**config.mk**
```make
export PLATFORM = sky130hd
export DESIGN_NAME = saturation_correction_mult_pipe
export DESIGN_NICKNAME = d
export VERILOG_FILES = /design/src/rtl/srsc_pkg.sv /design/src/rtl/sc_round_clamp.sv /design/src/rtl/saturation_correction_mult_pipe.sv
export SDC_FILE = /design/constraint.sdc
export NUM_CORES = 2
export LEC_CHECK = 0
export ABC_AREA = 1
export BUFFER_PORTS_ARGS = -buffer_cell sky130_fd_sc_hd__buf_2
export CAP_MARGIN = 20
export CORE_ASPECT_RATIO = 1.2
export CORE_UTILIZATION = 30
export CTS_BUF_LIST = sky130_fd_sc_hd__clkbuf_4 sky130_fd_sc_hd__clkbuf_8
export DETAILED_ROUTE_END_ITERATION = 8
export SYNTH_ARGS = -nofsm -noshare
export SYNTH_HDL_FRONTEND = slang
export SYNTH_SLANG_ARGS = --single-unit
```
**constraint.sdc**
```tcl
create_clock -name clk -period 7.8 [get_ports clk]
set_clock_uncertainty 0.05 [all_clocks]
set_input_delay 2.34 -clock clk [delete_from_list [all_inputs] [get_ports clk]]
set_output_delay 2.34 -clock clk [all_outputs]
set_load 0.1 [all_outputs]
```
**src/rtl/srsc_pkg.sv**
```systemverilog
// Shared constants and helpers for the SRSC saturation-correction datapath.
// Holds default Q-formats, user sideband bit positions and fixed-point helpers.
package srsc_pkg;

    localparam int X1_FRAC_DEF = 13;
    localparam int X2_FRAC_DEF = 10;
    localparam int PIX_W       = 8;

    localparam int USER_SOF = 0;
    localparam int USER_EOL = 1;

    function automatic int frac_sum(input int x1_frac, input int x2_frac);
        return x1_frac + x2_frac;
    endfunction

    // Half an output LSB at the product's binary point; zero when truncating.
    function automatic logic [63:0] round_const(input int f, input int round_en);
        if (round_en != 0 && f >= 1) begin
            return 64'd1 << (f - 1);
        end
        return 64'd0;
    endfunction

endpackage

```
**src/rtl/sc_round_clamp.sv**
```systemverilog
// Combinational per-channel round, shift and clamp of one full-width product.
// The sum is one bit wider than the product so the rounding add cannot wrap.
module sc_round_clamp
    import srsc_pkg::*;
#(
    parameter int PW    = 32,
    parameter int F     = 23,
    parameter int OUT_W = 8,
    parameter int ROUND = 1
) (
    input  logic [PW-1:0]    p_i,
    output logic [OUT_W-1:0] value_o,
    output logic             sat_o
);

    localparam logic [PW:0] RC = (PW + 1)'(round_const(F, ROUND));

    logic [PW:0] r;
    logic [PW:0] q;

    assign r       = {1'b0, p_i} + RC;
    assign q       = r >> F;
    assign sat_o   = |q[PW:OUT_W];
    assign value_o = sat_o ? '1 : q[OUT_W-1:0];

endmodule

```
**src/rtl/saturation_correction_mult_pipe.sv**
```systemverilog
// Per-channel Ac^b * Jc^(1-b) multiplier: 3-stage valid/ready pipeline with
// round/clamp, sideband passthrough and a saturating clamp-event counter.
module saturation_correction_mult_pipe
    import srsc_pkg::*;
#(
    parameter int CH      = 3,
    parameter int X1_W    = 16,
    parameter int X1_FRAC = X1_FRAC_DEF,
    parameter int X2_W    = 16,
    parameter int X2_FRAC = X2_FRAC_DEF,
    parameter int OUT_W   = PIX_W,
    parameter int ROUND   = 1,
    parameter int USER_W  = 2,
    parameter int CNT_W   = 24
) (
    input  logic                  clk,
    input  logic                  rst,
    input  logic                  in_valid,
    output logic                  in_ready,
    input  logic [CH*X1_W-1:0]    x1,
    input  logic [CH*X2_W-1:0]    x2,
    input  logic [USER_W-1:0]     in_user,
    output logic                  out_valid,
    input  logic                  out_ready,
    output logic [CH*OUT_W-1:0]   result,
    output logic [USER_W-1:0]     out_user,
    output logic [CH-1:0]         sat_flag,
    input  logic                  clr_cnt,
    output logic [CNT_W-1:0]      sat_cnt
);

    localparam int PW = X1_W + X2_W;
    localparam int F  = frac_sum(X1_FRAC, X2_FRAC);

    generate
        if ((ROUND != 0 && F < 1) || (PW + 1 - F < OUT_W)) begin : g_bad_cfg
            $error("saturation_correction_mult_pipe: invalid operand/result format");
        end
    endgenerate

    logic                   v1_q, v2_q, v3_q;
    logic [CH*X1_W-1:0]     x1_q;
    logic [CH*X2_W-1:0]     x2_q;
    logic [CH-1:0][PW-1:0]  p2_q;
    logic [USER_W-1:0]      u1_q, u2_q, u3_q;
    logic [CH*OUT_W-1:0]    result_q;
    logic [CH-1:0]          sat_q;
    logic [CNT_W-1:0]       cnt_q, cnt_d;
    logic [CH*OUT_W-1:0]    rc_val;
    logic [CH-1:0]          rc_sat;
    logic                   stall;

    // Handshake: a beat moves in on in_valid & in_ready and out on
    // out_valid & out_ready. The only stall source is an unaccepted output
    // beat; it freezes every stage at once, so in_ready is simply ~stall and
    // bubbles elsewhere in the pipe never block upstream progress.
    assign stall     = v3_q & ~out_ready;
    assign in_ready  = ~stall;
    assign out_valid = v3_q;
    assign result    = result_q;
    assign out_user  = u3_q;
    assign sat_flag  = sat_q;
    assign sat_cnt   = cnt_q;

    for (genvar c = 0; c < CH; c++) begin : g_ch
        sc_round_clamp #(
            .PW    (PW),
            .F     (F),
            .OUT_W (OUT_W),
            .ROUND (ROUND)
        ) u_rc (
            .p_i     (p2_q[c]),
            .value_o (rc_val[c*OUT_W +: OUT_W]),
            .sat_o   (rc_sat[c])
        );
    end

    always_ff @(posedge clk or negedge rst) begin
        if (!rst) begin
            v1_q     <= 1'b0;
            v2_q     <= 1'b0;
            v3_q     <= 1'b0;
            x1_q     <= '0;
            x2_q     <= '0;
            p2_q     <= '0;
            u1_q     <= '0;
            u2_q     <= '0;
            u3_q     <= '0;
            result_q <= '0;
            sat_q    <= '0;
        end else if (!stall) begin
            v1_q <= in_valid;
            v2_q <= v1_q;
            v3_q <= v2_q;
            if (in_valid) begin
                x1_q <= x1;
                x2_q <= x2;
                u1_q <= in_user;
            end
            if (v1_q) begin
                for (int c = 0; c < CH; c++) begin
                    p2_q[c] <= PW'(x1_q[c*X1_W +: X1_W]) * PW'(x2_q[c*X2_W +: X2_W]);
                end
                u2_q <= u1_q;
            end
            if (v2_q) begin
                result_q <= rc_val;
                sat_q    <= rc_sat;
                u3_q     <= u2_q;
            end
        end
    end

    // Clear beats a same-cycle increment; the count sticks at all ones.
    always_comb begin
        cnt_d = cnt_q;
        if (clr_cnt) begin
            cnt_d = '0;
        end else if (v3_q && out_ready && (|sat_q) && !(&cnt_q)) begin
            cnt_d = cnt_q + CNT_W'(1);
        end
    end

    always_ff @(posedge clk or negedge rst) begin
        if (!rst) begin
            cnt_q <= '0;
        end else begin
            cnt_q <= cnt_d;
        end
    end

endmodule

```
**Word level (Yosys, flattened, before mapping)**

Cells that the tools add are included.

- Memories kept: 0
- Word-level logic and storage cells: 42
- Bits in writable memories: 0
- Input port bits: 103
- Bits in registers: 252
- Latch bits: 0
- ROM bits: 0
- Output and inout port bits: 55

- Reduce and logical (&&, ||, !) cells: 13
- Equal/unequal tests: 0
- Shift operators: 0
- Bitwise logic cells: 3
- Add/subtract/negate cells: 4
- Divide/modulo/power cells: 0
- Multipliers: 3
- Order comparisons: 0
- Multiplexer cells: 5

Operators by type and width:

| operator | number |
|---|---|
| 32-bit by 23-bit adder with 33-bit output (second input constant) | 3 |
| 16-bit by 16-bit multiplier with 32-bit output | 3 |
| 24-bit two-way mux | 2 |
| 24-bit by 1-bit adder with 24-bit output (second input constant) | 1 |
| 8-bit two-way mux | 3 |
| 24-bit AND reduction | 1 |
| 2-bit AND reduction | 3 |
| 2-bit OR reduction | 3 |
| 1-bit logical AND | 3 |
| 3-bit OR reduction | 1 |
| 1-bit NOT | 2 |
| 2-bit nonzero test | 1 |
| 1-bit AND | 1 |
| 1-bit zero test | 1 |

**Depth between registers and ports, before layout**

- Word-level depth: 5
- Gate-level depth with buffers: 26

**Cells and area by module**

A second synthesis with hierarchy kept.

- Cells, all modules: 5165
- Area, all modules: 39113.8 sq um

Modules (own cells, without submodules):

| module | times used | area each (sq um) | cells each | seq. area each (sq um) |
|---|---|---|---|---|
| saturation_correction_mult_pipe | 1 | 38201.6 | 4982 | 6306.0 |
| sc_round_clamp | 3 | 304.0 | 61 | 0.0 |

**Worst setup path after synthesis**

OpenSTA, ideal clock, no wires.

- Path kind: input port to output port
- From: in out_ready
- To: out in_ready
- Arrival: 3.023 ns
- Stages on the path: 2
- Data required time: 5.410 ns
- Path slack: 2.387 ns
- Cells stage by stage: nor2_1 > inv_1

- Cells in the longest elaborated chain, start to end: 3

Ends and longest elaborated chain:

| item | line | source |
|---|---|---|
| from (decl) | saturation_correction_mult_pipe.sv:24 | `input logic out_ready,` |
| 1-bit NOT | saturation_correction_mult_pipe.sv:57 | `assign stall = v3_q & ~out_ready;` |
| 1-bit AND | saturation_correction_mult_pipe.sv:57 |  |
| 1-bit NOT (no source line) | n/a |  |
| to (decl) | saturation_correction_mult_pipe.sv:19 | `output logic in_ready,` |

Every way passes these cells.

**Worst setup path after layout**

- From: reg x1_q[39]
- To: reg p2_q[89] in the netlist's numbering

- Cells in the longest elaborated chain, start to end: 1

Ends and longest elaborated chain:

| item | line | source |
|---|---|---|
| from (decl) | saturation_correction_mult_pipe.sv:42 | `logic [CH*X1_W-1:0] x1_q;` |
| from (signal assigned) | saturation_correction_mult_pipe.sv:83 | `x1_q <= '0;` |
| from (signal assigned) | saturation_correction_mult_pipe.sv:96 | `x1_q <= x1;` |
| 16-bit by 16-bit multiplier with 32-bit output | saturation_correction_mult_pipe.sv:102 | `p2_q[c] <= PW'(x1_q[c*X1_W +: X1_W]) * PW'(x2_q[c*X2_W +: X2_W]);` |
| to (signal, indexed assignment) | saturation_correction_mult_pipe.sv:102 |  |
| to (decl) | saturation_correction_mult_pipe.sv:44 | `logic [CH-1:0][PW-1:0] p2_q;` |

Every way passes these cells.
A chain may end at the register's enable or synchronous reset.

==> results_dict.tcl <==
set metrics [dict create \
    dp_hpwl_um 72020 \
    area_growth_syn_to_layout_pct 6.957 \
    cts_hold_buffers 0 \
    first_pass_iters 8 \
    synth_flop_cell "dfrtp_1" \
    ys.warnings.count 0 \
    wl_per_cell_um 15.25 \
    clk_pin_slew_ns 0.13 \
    drive_gt1_share_pct 7.206 \
    yosys.area.top_type_share_pct 33.81 \
    via_per_inst 4.521 \
    via_count 26710 \
    yosysUniqueCellTypes 40 \
    setup_viol 0 \
    period_minus_slack_ns 5.902 \
    cts_resized 0 \
    cp-start-kind "flop" \
    final-hold-violation-count 0 \
    initialDrtViolationCount 1340 \
    fin_util_pct 32.45 \
    grt_pass1_wl_um 149700 \
    core_sq_mm 0.1130 \
    dieArea_sq_mm 0.1156 \
    io_pins 158 \
    synth-edff-count 0 \
    tns_ns 0 \
    critical_path_required_ns 8.22 \
    critPathCaptureType "flop" \
    grt_overflow_total 0 \
    fillers 11980 \
    clk_latency_ns 0.64 \
    final_common_cell "inv_1" \
    grt_max_degree 99 \
    ys_seq_area_share_pct 13.58 \
    critPathArrivalTime_ns 6.32 \
    syn_nets 5393 \
    slew_headroom_pct 40.17 \
    antenna_left 0 \
    row_count 135 \
    clockBufferDepth 2 \
    start_util_pct 30.33 \
    grt_pass1_vias 28680 \
    synth_cells 4404 \
    syn_avg_cell_area_sq_um 7.784 \
    yosys_register_bits 186 \
    place_congestion 0.8764 \
    yosys-top-cells-area "fa_1 (34%), dfrtp_1 (14%), inv_1 (13%)" \
    maxCapViolCount 0 \
    drcViolationCount 0 \
    cp_max_fo 17 \
    final_nets 5375 \
    async_reset_ff_share_pct 100.0 \
    maxSlewViolCount 0 \
    postCtsSetupBuffers 0 \
    die_h_um 372.3 \
    fmax_mhz 169.4 \
    antenna_found_initial 2 \
    tightestPinTransition_ns 0.8974 \
    h-tree-depth 4 \
    cts_tree "yes" \
    timing.final.crit_share_pct 75.67 \
    syn-cell-area_sq_mm 0.03428 \
    outcome "completed" \
    hold_path.class "reg -> reg" \
    root_buffer "clkbuf_8" \
    cts_buffers 17 \
    grt_use_total_pct 16.38 \
    synth_area_leader_cell "fa_1" \
    die_x_um 310.6 \
    wirelength_um 90090 \
    rsz0062_at_grt "false" \
    port_buffers 157 \
    cts.sinks 186 \
    worstSetupPathType "reg -> reg" \
    final_cell_mix "inv_1 (1199), nand2_1 (1195), fa_1 (579)" \
]
-- kinds of logic (layout without fill, tap and decap cells) --
| group | Yosys count | count (layout) | synth area share, % |
|---|---|---|---|
| AO/OA/AOI/OAI | 228 | 228 | 3.610 |
| flip-flops | 186 | 186 | 13.58 |
| AND/OR/NAND/NOR | 1557 | 1557 | 18.03 |
| XOR/XNOR | 41 | 41 | 1.048 |
| multiplexers | 98 | 98 | 3.219 |
| adder cells (fa/ha/maj) | 886 | 886 | 45.02 |
| other | 0 | 2 | 0 |
| buffers and inverters | 1408 | 1403 | 15.50 |
-- stage by stage --
step,setup WS [ns],area (sq um),instances,hold WS (ns)
finish,1.898,36660,5908,0.4419
global route,1.538,36660,5908,0.4808
CTS,1.864,36660,5906,0.4536
detailed placement,1.949,36280,5874,0.4126
global placement,1.980,36280,5874,0.4130
floorplan,2.387,34280,4404,0.3817
-- area by class of cell --
| class | instances | area, sq um | share of cell area (%) |
|---|---|---|---|
| Multi-Input combinational cell | 2810 | 24330 | 66.36 |
| Sequential cell | 186 | 4654 | 12.69 |
| Inverter | 1201 | 4508 | 12.30 |
| Tap cell | 1507 | 1886 | 5.143 |
| Clock inverter | 13 | 120.1 | 0.3276 |
| Antenna cell | 2 | 5.005 | 0.01365 |
| Timing Repair Buffer | 170 | 905.9 | 2.471 |
| Clock buffer | 19 | 255.2 | 0.6962 |
-- layer usage --
metal / GRT usage [%] / vias to the layer above / wire length (um)
met5: 0 / - / 0
met1: 19.83 / 13340 / 38460
met2: 29.53 / 534 / 45710
li1: - / 12710 / -
met4: 5.046 / 0 / 1960
met3: 2.709 / 125 / 3953
-- worst max-delay path: stages, from the launching register on --
cell     delay, ns
dfrtp_1       0.91
nand2_1       0.19
fa_1          0.58
inv_1         0.05
fa_1          0.50
inv_1         0.06
fa_1          0.52
inv_1         0.05
fa_1          0.47
fa_1          0.50
inv_1         0.05
fa_1          0.49
inv_1         0.04
ha_1          0.30
a21oi_1       0.09
o21ai_0       0.33
nand2_1       0.10
and2_1        0.18
nand2_1       0.07
nand2_1       0.04
nand3_1       0.08
o21ai_0       0.09
-- sequential cells by signal (all words and copies together), names as in the netlist --
| signal | cells |
|---|---|
| out_user | 2 |
| out_valid | 1 |
| p2_q | 30 |
| result | 24 |
| sat_cnt | 24 |
| sat_flag | 3 |
| u1_q | 2 |
| u2_q | 2 |
| v1_q | 1 |
| v2_q | 1 |
| x1_q | 48 |
| x2_q | 48 |
-- synthesized netlist by cell type (28+ instances only) --
| cell | number |
|---|---|
| mux2_2 | 98 |
| nand3_1 | 113 |
| inv_1 | 1199 |
| xor2_1 | 28 |
| ha_1 | 307 |
| dfrtp_1 | 186 |
| nand2_1 | 1196 |
| a21oi_1 | 110 |
| nor3_1 | 31 |
| clkbuf_1 | 193 |
| nor2_1 | 169 |
| fa_1 | 579 |
| o21ai_0 | 80 |
-- final timing paths --
| check | from | endpoint | slack [ns] | cells past startpoint |
|---|---|---|---|---|
| hold reg to reg | u1_q[0] | u2_q[0] | 0.44 | 2 |
| min in group asynchronous | rst | sat_cnt[14] | 1.69 | 1 |
| setup / recovery | x1_q[39] | p2_q[89] | 1.90 | 21 |
| setup reg to reg | x1_q[39] | p2_q[89] | 1.90 | 21 |
| max in group asynchronous | rst | x1_q[45] | 4.97 | 2 |
| hold / removal | u1_q[0] | u2_q[0] | 0.44 | 2 |
Power is not shown: default switching activity piles up to over one toggle a cycle in this logic, so the estimate is an artifact.
